<file path="src/rtl/gpio_pad_pkg.sv">
// Shared constants and types for the GPIO pad controller.
package gpio_pad_pkg;
  localparam logic GPIO_DIR_IN  = 1'b0;
  localparam logic GPIO_DIR_OUT = 1'b1;

  localparam int SYNC_STAGES_MIN = 2;
  localparam int SYNC_STAGES_MAX = 4;

  typedef struct packed {
    logic rise;
    logic fall;
  } edge_cfg_t;
endpackage

</file>
<file path="src/rtl/gpio_pad_in_filter.sv">
// One pin's input path: synchroniser, optional glitch filter (GPIO_PAD_FILTER_EN)
// and the previous-value register that yields rise/fall strobes.
module gpio_pad_in_filter
  import gpio_pad_pkg::*;
#(
  parameter int SYNC_STAGES = 2,
  parameter int FILT_W      = 4
) (
  input  logic              clk,
  input  logic              rst_n,
  input  logic              i_pad,
  input  logic [FILT_W-1:0] i_filt_len,
  output logic              o_gpio_in,
  output logic              o_rise,
  output logic              o_fall
);
  logic [SYNC_STAGES-1:0] r_sync;
  logic                   r_prev;
  logic                   w_sync;
  logic                   w_gin;

  always_ff @(posedge clk or negedge rst_n) begin
    if (!rst_n) r_sync <= '0;
    else        r_sync <= {r_sync[SYNC_STAGES-2:0], i_pad};
  end

  assign w_sync = r_sync[SYNC_STAGES-1];

`ifdef GPIO_PAD_FILTER_EN
  logic              r_filt;
  logic [FILT_W-1:0] r_cnt;

  // >= rather than == so lowering the length mid-count releases on the next cycle
  always_ff @(posedge clk or negedge rst_n) begin
    if (!rst_n) begin
      r_filt <= 1'b0;
      r_cnt  <= '0;
    end else if (w_sync == r_filt) begin
      r_cnt  <= '0;
    end else if (r_cnt >= i_filt_len) begin
      r_filt <= w_sync;
      r_cnt  <= '0;
    end else if (r_cnt != '1) begin
      r_cnt  <= r_cnt + 1'b1;
    end
  end

  assign w_gin = r_filt;
`else
  logic w_unused_len;
  assign w_unused_len = ^i_filt_len;
  assign w_gin        = w_sync;
`endif

  always_ff @(posedge clk or negedge rst_n) begin
    if (!rst_n) r_prev <= 1'b0;
    else        r_prev <= w_gin;
  end

  assign o_gpio_in = w_gin;
  assign o_rise    = w_gin & ~r_prev;
  assign o_fall    = ~w_gin & r_prev;
endmodule

</file>
<file path="src/rtl/gpio_pad_ctrl.sv">
// GPIO pad controller: registered output drive, per-pin input conditioning,
// edge-event flags and a combined interrupt. Filter enabled by GPIO_PAD_FILTER_EN.
module gpio_pad_ctrl
  import gpio_pad_pkg::*;
#(
  parameter int NPADS       = 32,
  parameter int SYNC_STAGES = 2,
  parameter int FILT_W      = 4
) (
  input  logic              clk,
  input  logic              rst_n,
  input  logic [NPADS-1:0]  gpio_out,
  input  logic [NPADS-1:0]  gpio_dir,
  output logic [NPADS-1:0]  gpio_in,
  output logic [NPADS-1:0]  pad_o,
  output logic [NPADS-1:0]  pad_oe_o,
  input  logic [NPADS-1:0]  pad_i,
  input  logic [FILT_W-1:0] filt_len_i,
  input  logic [NPADS-1:0]  rise_en_i,
  input  logic [NPADS-1:0]  fall_en_i,
  input  logic [NPADS-1:0]  evt_clr_i,
  output logic [NPADS-1:0]  evt_o,
  output logic              irq_o
);
  logic [NPADS-1:0]      r_pad_o;
  logic [NPADS-1:0]      r_pad_oe;
  logic [NPADS-1:0]      r_evt;
  logic                  r_irq;
  logic [NPADS-1:0]      w_gin;
  logic [NPADS-1:0]      w_rise;
  logic [NPADS-1:0]      w_fall;
  logic [NPADS-1:0]      w_set;
  edge_cfg_t [NPADS-1:0] w_cfg;

  // Value and enable share one edge so the pad never sees a mixed state
  always_ff @(posedge clk or negedge rst_n) begin
    if (!rst_n) begin
      r_pad_o  <= '0;
      r_pad_oe <= {NPADS{GPIO_DIR_IN}};
    end else begin
      r_pad_o  <= gpio_out;
      r_pad_oe <= gpio_dir;
    end
  end

  for (genvar g = 0; g < NPADS; g++) begin : g_pin
    gpio_pad_in_filter #(
      .SYNC_STAGES (SYNC_STAGES),
      .FILT_W      (FILT_W)
    ) u_in (
      .clk        (clk),
      .rst_n      (rst_n),
      .i_pad      (pad_i[g]),
      .i_filt_len (filt_len_i),
      .o_gpio_in  (w_gin[g]),
      .o_rise     (w_rise[g]),
      .o_fall     (w_fall[g])
    );
    assign w_cfg[g] = '{rise: rise_en_i[g], fall: fall_en_i[g]};
    assign w_set[g] = (w_rise[g] & w_cfg[g].rise) | (w_fall[g] & w_cfg[g].fall);
  end

  // Set has priority over a same-cycle clear
  always_ff @(posedge clk or negedge rst_n) begin
    if (!rst_n) begin
      r_evt <= '0;
      r_irq <= 1'b0;
    end else begin
      r_evt <= (r_evt & ~evt_clr_i) | w_set;
      r_irq <= |r_evt;
    end
  end

  assign pad_o    = r_pad_o;
  assign pad_oe_o = r_pad_oe;
  assign gpio_in  = w_gin;
  assign evt_o    = r_evt;
  assign irq_o    = r_irq;
endmodule
</file>
<file path="config.mk">
export PLATFORM = sky130hd
export DESIGN_NAME = gpio_pad_ctrl
export DESIGN_NICKNAME = d
export VERILOG_FILES = /design/src/rtl/gpio_pad_pkg.sv /design/src/rtl/gpio_pad_in_filter.sv /design/src/rtl/gpio_pad_ctrl.sv
export SDC_FILE = /design/constraint.sdc
export NUM_CORES = 1
export LEC_CHECK = 0
export ABC_AREA = 1
export CAP_MARGIN = 5
export CORE_ASPECT_RATIO = 0.9
export CORE_MARGIN = 3
export CORE_UTILIZATION = 39
export CTS_CLUSTER_SIZE = 10
export DETAILED_ROUTE_END_ITERATION = 16
export PLACE_DENSITY = 0.8
export RECOVER_POWER = 25
export SYNTH_ARGS = -nofsm -noshare
export SYNTH_HDL_FRONTEND = slang
export SYNTH_SLANG_ARGS = --single-unit
export TNS_END_PERCENT = 10
</file>
<file path="constraint.sdc">
create_clock -name clk -period 1.15 [get_ports clk]
set_clock_uncertainty 0.1 [all_clocks]
set_input_delay 0.23 -clock clk [delete_from_list [all_inputs] [get_ports clk]]
set_output_delay 0.23 -clock clk [all_outputs]
set_load 0.05 [all_outputs]
</file>
* Yosys cells after proc, flatten, opt, wreduce, memory -nomap -nowiden
Index checks and enable logic that the tools add are counted.
** Word-level totals
- Word-level logic and storage cells :: 296
- Register bits after elaboration :: 193
- Output and inout port bits :: 129
- Input port bits :: 198
** Cells by class
- Bitwise operators :: 227
- Reduce and logical (&&, ||, !) cells :: 1
** Operators with widths (number)
- 1-bit AND :: 128
- 1-bit NOT :: 64
- 32-bit AND :: 1
- 32-bit NOT :: 1
- 1-bit OR :: 32
- 32-bit OR :: 1
- 32-bit OR reduction :: 1

* Logic depth before layout (Yosys ltp)
Gate-level depths: netlist (run 1).
- Depth in word-level cells :: 5
- Depth in mapped cells :: 6
- Depth with buffers taken out :: 6

* By module
From an unflattened synthesis (run 1), not the netlist that was laid out.
** Second synthesis, totals
- Cell total of the unflattened synthesis :: 478
- Area total of the unflattened synthesis :: 6022.0 sq um
** By module, submodules not included
- gpio_pad_ctrl :: area an instance 3139.3 sq um, sequential area each 2427.3 sq um, cells an instance 254, times used 1
- gpio_pad_in_filter :: area an instance 90.1 sq um, sequential area each 75.1 sq um, cells an instance 7, times used 32

* Worst setup path before layout (run 1)
Ideal clock, no wire load.
- Path kind :: register -> register
- Start :: register r_evt[24], in the netlist evt_o[24]
- End :: register r_irq, in the netlist irq_o
- Path buffers :: 0
- Path slack :: -67 ps
- Setup time :: 119 ps
- Arrival :: 998 ps
- Required time :: 931 ps
- Stages on the path, launching flop included :: 7
- Clock period less this slack :: 1217 ps
- Cell sequence :: dfrtp_1 > inv_1 > nand2_1 > nor2_1 > nand2_1 > nor2_1 > nand2_1
** Between the ends
- Cells in the longest elaborated chain, start to end :: 1
** Ends and longest elaborated chain
- from (decl) :: line gpio_pad_ctrl.sv:27 : logic [NPADS-1:0] r_evt;
- from (signal assigned) :: line gpio_pad_ctrl.sv:69 : r_evt <= (r_evt & ~evt_clr_i) | w_set;
- 32-bit OR reduction :: line gpio_pad_ctrl.sv:70 : r_irq <= |r_evt;
- to (signal assigned) :: line gpio_pad_ctrl.sv:70
- to (decl) :: line gpio_pad_ctrl.sv:28 : logic r_irq;
No other way between the ends.

* Worst setup path in the final report (run 1)
- Start :: register r_evt[31], in the netlist evt_o[31]
- End :: output evt_o[31]
** RTL lines
- to (decl) :: line gpio_pad_ctrl.sv:22 : output logic [NPADS-1:0] evt_o,
No word-level cell between the ends.

==> metrics, run 1 <==
XOR/XNOR Fraction of Synth Area 0%; Worst setup EP type primary output; Syn Nets around 640; post-DP HPWL about 15 mm; Pwr Density 1430 mW/mm2; Avg Cell Area, Syn 13.6 um2; Routed Antenna Nets 0; worst hold path class primary input to flop; RSZ-0062 raised after global routing true; max-slew violations 0; CTS buffer count 17; Yosys cell types 9; clock latency on the worst-skew pair approximately 0.42 ns; largest family of logic cells by synthesized area simple AND/OR/NAND/NOR gates; Slew @ Worst Pin between 0.8 and 0.9 ns; Layout area overhead 94.2%; clock buffer depth 2; number of antenna violations at the first check in global routing 4; clock tree from TritonCTS done; max-cap viol count 0; DRC Markers 0; post-synthesis simple-gate area fraction 8.43%; Avg WL per Cell just over 20 um; Fmax 695 MHz; most frequent cells in the layout dfrtp_1, buf_12, clkdlybuf4s50_1, dlygate4sd3_1, inv_1; FP Rows between 40 and 50; Initial Utilization 40.5%; filler cell count approximately 780; final hold vios 0; warnings from Yosys 0; die area 0.0171 mm2; relative slew slack ~44%; share of cells above drive strength 1 between 30% and 40%; initial DRC count 210; P_leak around 5.3 nW; Reg2Reg Depth 7; worst setup margin -0.290 ns; CP max FO 2; period utilization 125%; vias in the first global route 5586; Vias roughly 4700; register area share after synthesis ~80%; setup_tns -49.18 ns; hold-critical path depth 1; global placer's final weighted congestion ~0.84; Critical Path AT about 1.1 ns; Nets 1008; # H-tree levels 4; number of synthesized register bits between 150 and 200; violated checks negative setup slack; gr usage total 25.1%; post-synthesis adder-cell area fraction 0%; CORE AREA about 0.015 mm2; crit path kind flop to primary output; Die Y between 100 and 150 um; routed vias/inst 4.60; routed wire length between 20 and 25 mm; Placed Cells 980; mux contribution to synthesized area 0%; IO buf count around 320; I/O pin count roughly 330; die width approximately 140 um; peak supply drop roughly 1.2 mV; min Tclk post-route roughly 1.4 ns; leading cell type in the layout, fill and taps excluded dfrtp_1; clock sink count 193; compound-cell area share of the yosys netlist around 4.0%; crit start category flop; # setup viols final 308; global route total overflow 0; Mapped Area 0.00606 mm2; outcome complete, but fails checks; first-pass GRT wire length 31.4 mm; Gate Count Post-Synth 445; critical path data required time slightly above 0.8 ns; largest net degree at the start of global routing 55; final cell count without fillers between 1000 and 1500; clock-pin slew on the worst setup and hold paths approximately 0.07 ns; TritonRoute pass-1 iters 4; root buffer cell clkbuf_16
[report_power, final]
group | internal, mW | switching, mW | total (mW)
Clock | 2.85 | 2.43 | 5.28
Sequential | 7.23 | 0.346 | 7.57
Combinational | 2.10 | 1.89 | 3.99
[path summary, 6_finish.rpt]
kind / from / to / slack, ns
worst min register to register: g_pin[8].u_in.r_sync[0] / g_pin[8].u_in.r_sync[1] / 0.25
worst max register to register: evt_o[20] / irq_o / -0.17
worst max-delay path: evt_o[31] / evt_o[31] / -0.29
min in group asynchronous: rst_n / g_pin[21].u_in.r_prev / 0.34
max in group asynchronous: rst_n / g_pin[31].u_in.r_sync[1] / -0.17
worst min-delay path: pad_i[10] / g_pin[10].u_in.r_sync[0] / 0.19
[metal layers]
layer	track usage, %	wire [um]
met1	23.6	6320
met2	45.9	11300
met3	10.8	2090
met4	11.7	903
met5	0	20
[registers in the layout, indices dropped and copies added (netlist names)]
name and count:
g_pin.u_in.r_sync 64, evt_o 32, g_pin.u_in.r_prev 32, pad_o 32, pad_oe_o 32, irq_o 1
[stage by stage]
step	area (um2)	total power, mW	setup slack [ns]	hold slack [ns]	util (%)
floorplan	6090	8.94	0.00193	-0.166	-
global placement	11000	11.5	0.000507	-0.0197	73.7
detailed placement	11000	11.6	-0.00580	-0.0167	73.7
CTS	11700	17.0	-0.297	0.101	78.3
global route	11800	17.5	-0.323	0.189	78.6
finish	11800	16.8	-0.290	0.189	78.6
[logic make-up (layout without fill, tap and decap cells)]
| kind of cell | Yosys count | after routing |
|---|---|---|
| flops | 193 | 193 |
| other cells | 0 | 2 |
| simple gates | 125 | 125 |
| buf+inv | 95 | 470 |
| compound gates | 32 | 32 |
[cells in the mapped netlist]
cell type | instances | share of area, %
o211ai_1 | 31 | 3.8
buf_4 | 32 | 4.0
dfrtp_1 | 193 | 80
nand3_1 | 31 | 2.6
inv_1 | 63 | 3.9
nor2_1 | 43 | 2.7
nand2_1 | 50 | 3.1
nand4_1 | 1 | 0.10
o221ai_1 | 1 | 0.14
[critical path, stage by stage, from the launching register on]
cell and delay [ns]:
dfrtp_1 0.41, buf_6 0.14, buf_12 0.14
[cell type report]
cell class              instances  area (um2)  share of cell area, %
flip-flops and latches        193        4900                   41.6
well taps                     198         248                   2.11
diodes                          2        5.00                 0.0425
clock inverters                 9        61.3                  0.521
repair buffers                378        5110                   43.4
clock buffers                  20         457                   3.88
multi-input cells             157         752                   6.39
inverters                      63         236                   2.01
[what timing repair did]
action / 4_1_cts / 5_1_grt
buffers inserted: 8 / 4
endpoints found under the hold margin: 193 / 0
pin swaps: 2 / 0
setup endpoints to repair: 130 / 130
resized for setup: 46 / 13
hold buffers: 1 / 0
Note: power is estimated with default switching activity, not from simulation.
==> inputs of run 2 (changes only) <==
--- a/config.mk
+++ b/config.mk
@@ -7,12 +7,12 @@
 export LEC_CHECK = 0
 export ABC_AREA = 1
 export CAP_MARGIN = 5
-export CORE_ASPECT_RATIO = 0.9
-export CORE_MARGIN = 3
-export CORE_UTILIZATION = 39
+export CORE_AREA = 3 3 127 129
 export CTS_CLUSTER_SIZE = 10
 export DETAILED_ROUTE_END_ITERATION = 16
-export PLACE_DENSITY = 0.8
+export DIE_AREA = 0 0 130 132
+export DONT_BUFFER_PORTS = 1
+export GPL_TIMING_DRIVEN = 0
 export RECOVER_POWER = 25
 export SYNTH_ARGS = -nofsm -noshare
 export SYNTH_HDL_FRONTEND = slang
==> metrics, run 2 <==
outcome stopped before the end; Exit stage 4_1_cts; First Err [ERROR RSZ-0060] Max buffer count reached.; top-count cell post-synth dfrtp_1; Yosys cell types 9; Avg Cell Area, Syn roughly 14 um2; register area share after synthesis 79.7%; Syn Nets 643; IO buf count 0; commonest cells in the synthesized netlist dfrtp_1, inv_1, nand2_1; # H-tree levels 4; area leader, netlist dfrtp_1; postcts setup bufs 7; global placer's final weighted congestion 0.761; post-DP HPWL approximately 9.6 mm; I/O pin count roughly 330; FP Rows 45; Yosys top cell area share about four fifths; die width 130 um; number of synthesized register bits approximately 190; Synth area leaders dfrtp_1, buf_4, inv_1, o211ai_1, nand2_1; root buffer cell clkbuf_16; number of synthesized flops with an enable pin 0; Gate Count Post-Synth between 400 and 500; FFs w/ async S/R, synth 100%; post-cts sizing count ~110; Post-synth top flop dfrtp_1; Initial Utilization 40.0%; hold_buf cts approximately 140; CTS buffer count 17; warnings from Yosys 0; Mapped Area 0.00606 mm2; clock sink count a little under 200; clock buffer depth 2; Die Y about 130 um
[run 2: cells by family after synthesis]
family / after synthesis / share of synthesized area [%]
buffers and inverters: 95 / 7.87
DFF: 193 / 79.7
and+or+nand+nor: 125 / 8.43
AOI/OAI and AO/OA: 32 / 3.99
[run 2: through the flow]
step / setup slack (ns) / std cells / util [%] / cell area (um2)
2_1_floorplan: 0.00193 / 445 / - / 6090
3_3_place_gp: -0.332 / 633 / 41.8 / 6320
3_5_place_dp: -0.331 / 633 / 41.8 / 6320
==> inputs of run 3 (changes only) <==
--- a/config.mk
+++ b/config.mk
@@ -7,12 +7,12 @@
 export LEC_CHECK = 0
 export ABC_AREA = 1
 export CAP_MARGIN = 5
-export CORE_AREA = 3 3 127 129
-export CTS_CLUSTER_SIZE = 10
+export CORE_MARGIN = 3
+export CORE_UTILIZATION = 40
 export DETAILED_ROUTE_END_ITERATION = 16
-export DIE_AREA = 0 0 130 132
 export DONT_BUFFER_PORTS = 1
 export GPL_TIMING_DRIVEN = 0
+export PLACE_DENSITY_LB_ADDON = 0.15
 export RECOVER_POWER = 25
 export SYNTH_ARGS = -nofsm -noshare
 export SYNTH_HDL_FRONTEND = slang
==> metrics, run 3 <==
Die Y about 130 um; FFs w/ async S/R, synth 100%; Yosys top cell area share between 70% and 80%; register area share after synthesis 79.7%; commonest cells in the synthesized netlist dfrtp_1, inv_1, nand2_1; FP Rows 44; Gate Count Post-Synth approximately 450; Syn Nets approximately 640; clock sink count ~190; post-DP HPWL approximately 10 mm; Yosys cell types 9; warnings from Yosys 0; number of synthesized register bits between 150 and 200; Place WS -0.209 ns; Synth area leaders dfrtp_1, buf_4, inv_1, o211ai_1, nand2_1; IO buf count 0; clock buffer depth 2; I/O pin count about 330; # H-tree levels 4; outcome stopped before the end; Initial Utilization 41.2%; root buffer cell clkbuf_16; Exit stage 4_1_cts; Post-Place Cell Area ~0.0063 mm2; First Err [ERROR RSZ-0060] Max buffer count reached.; Avg Cell Area, Syn ~14 um2; CTS buffer count 17; die width 129 um; postcts setup bufs 13; hold_buf cts around 140; top-count cell post-synth dfrtp_1; global placer's final weighted congestion 0.740; area leader, netlist dfrtp_1; Post-synth top flop dfrtp_1; post-cts sizing count around 110; Mapped Area roughly 0.006 mm2; number of synthesized flops with an enable pin 0
run 3: cell families after synthesis:
group                  synth area share, %
buffers and inverters                 7.87
AOI/OAI and AO/OA                     3.99
and+or+nand+nor                       8.43
DFF                                   79.7
run 3: through the flow:
step                std cells  hold slack, ns
floorplan                 445          -0.166
global placement          629          -0.161
detailed placement        629          -0.161
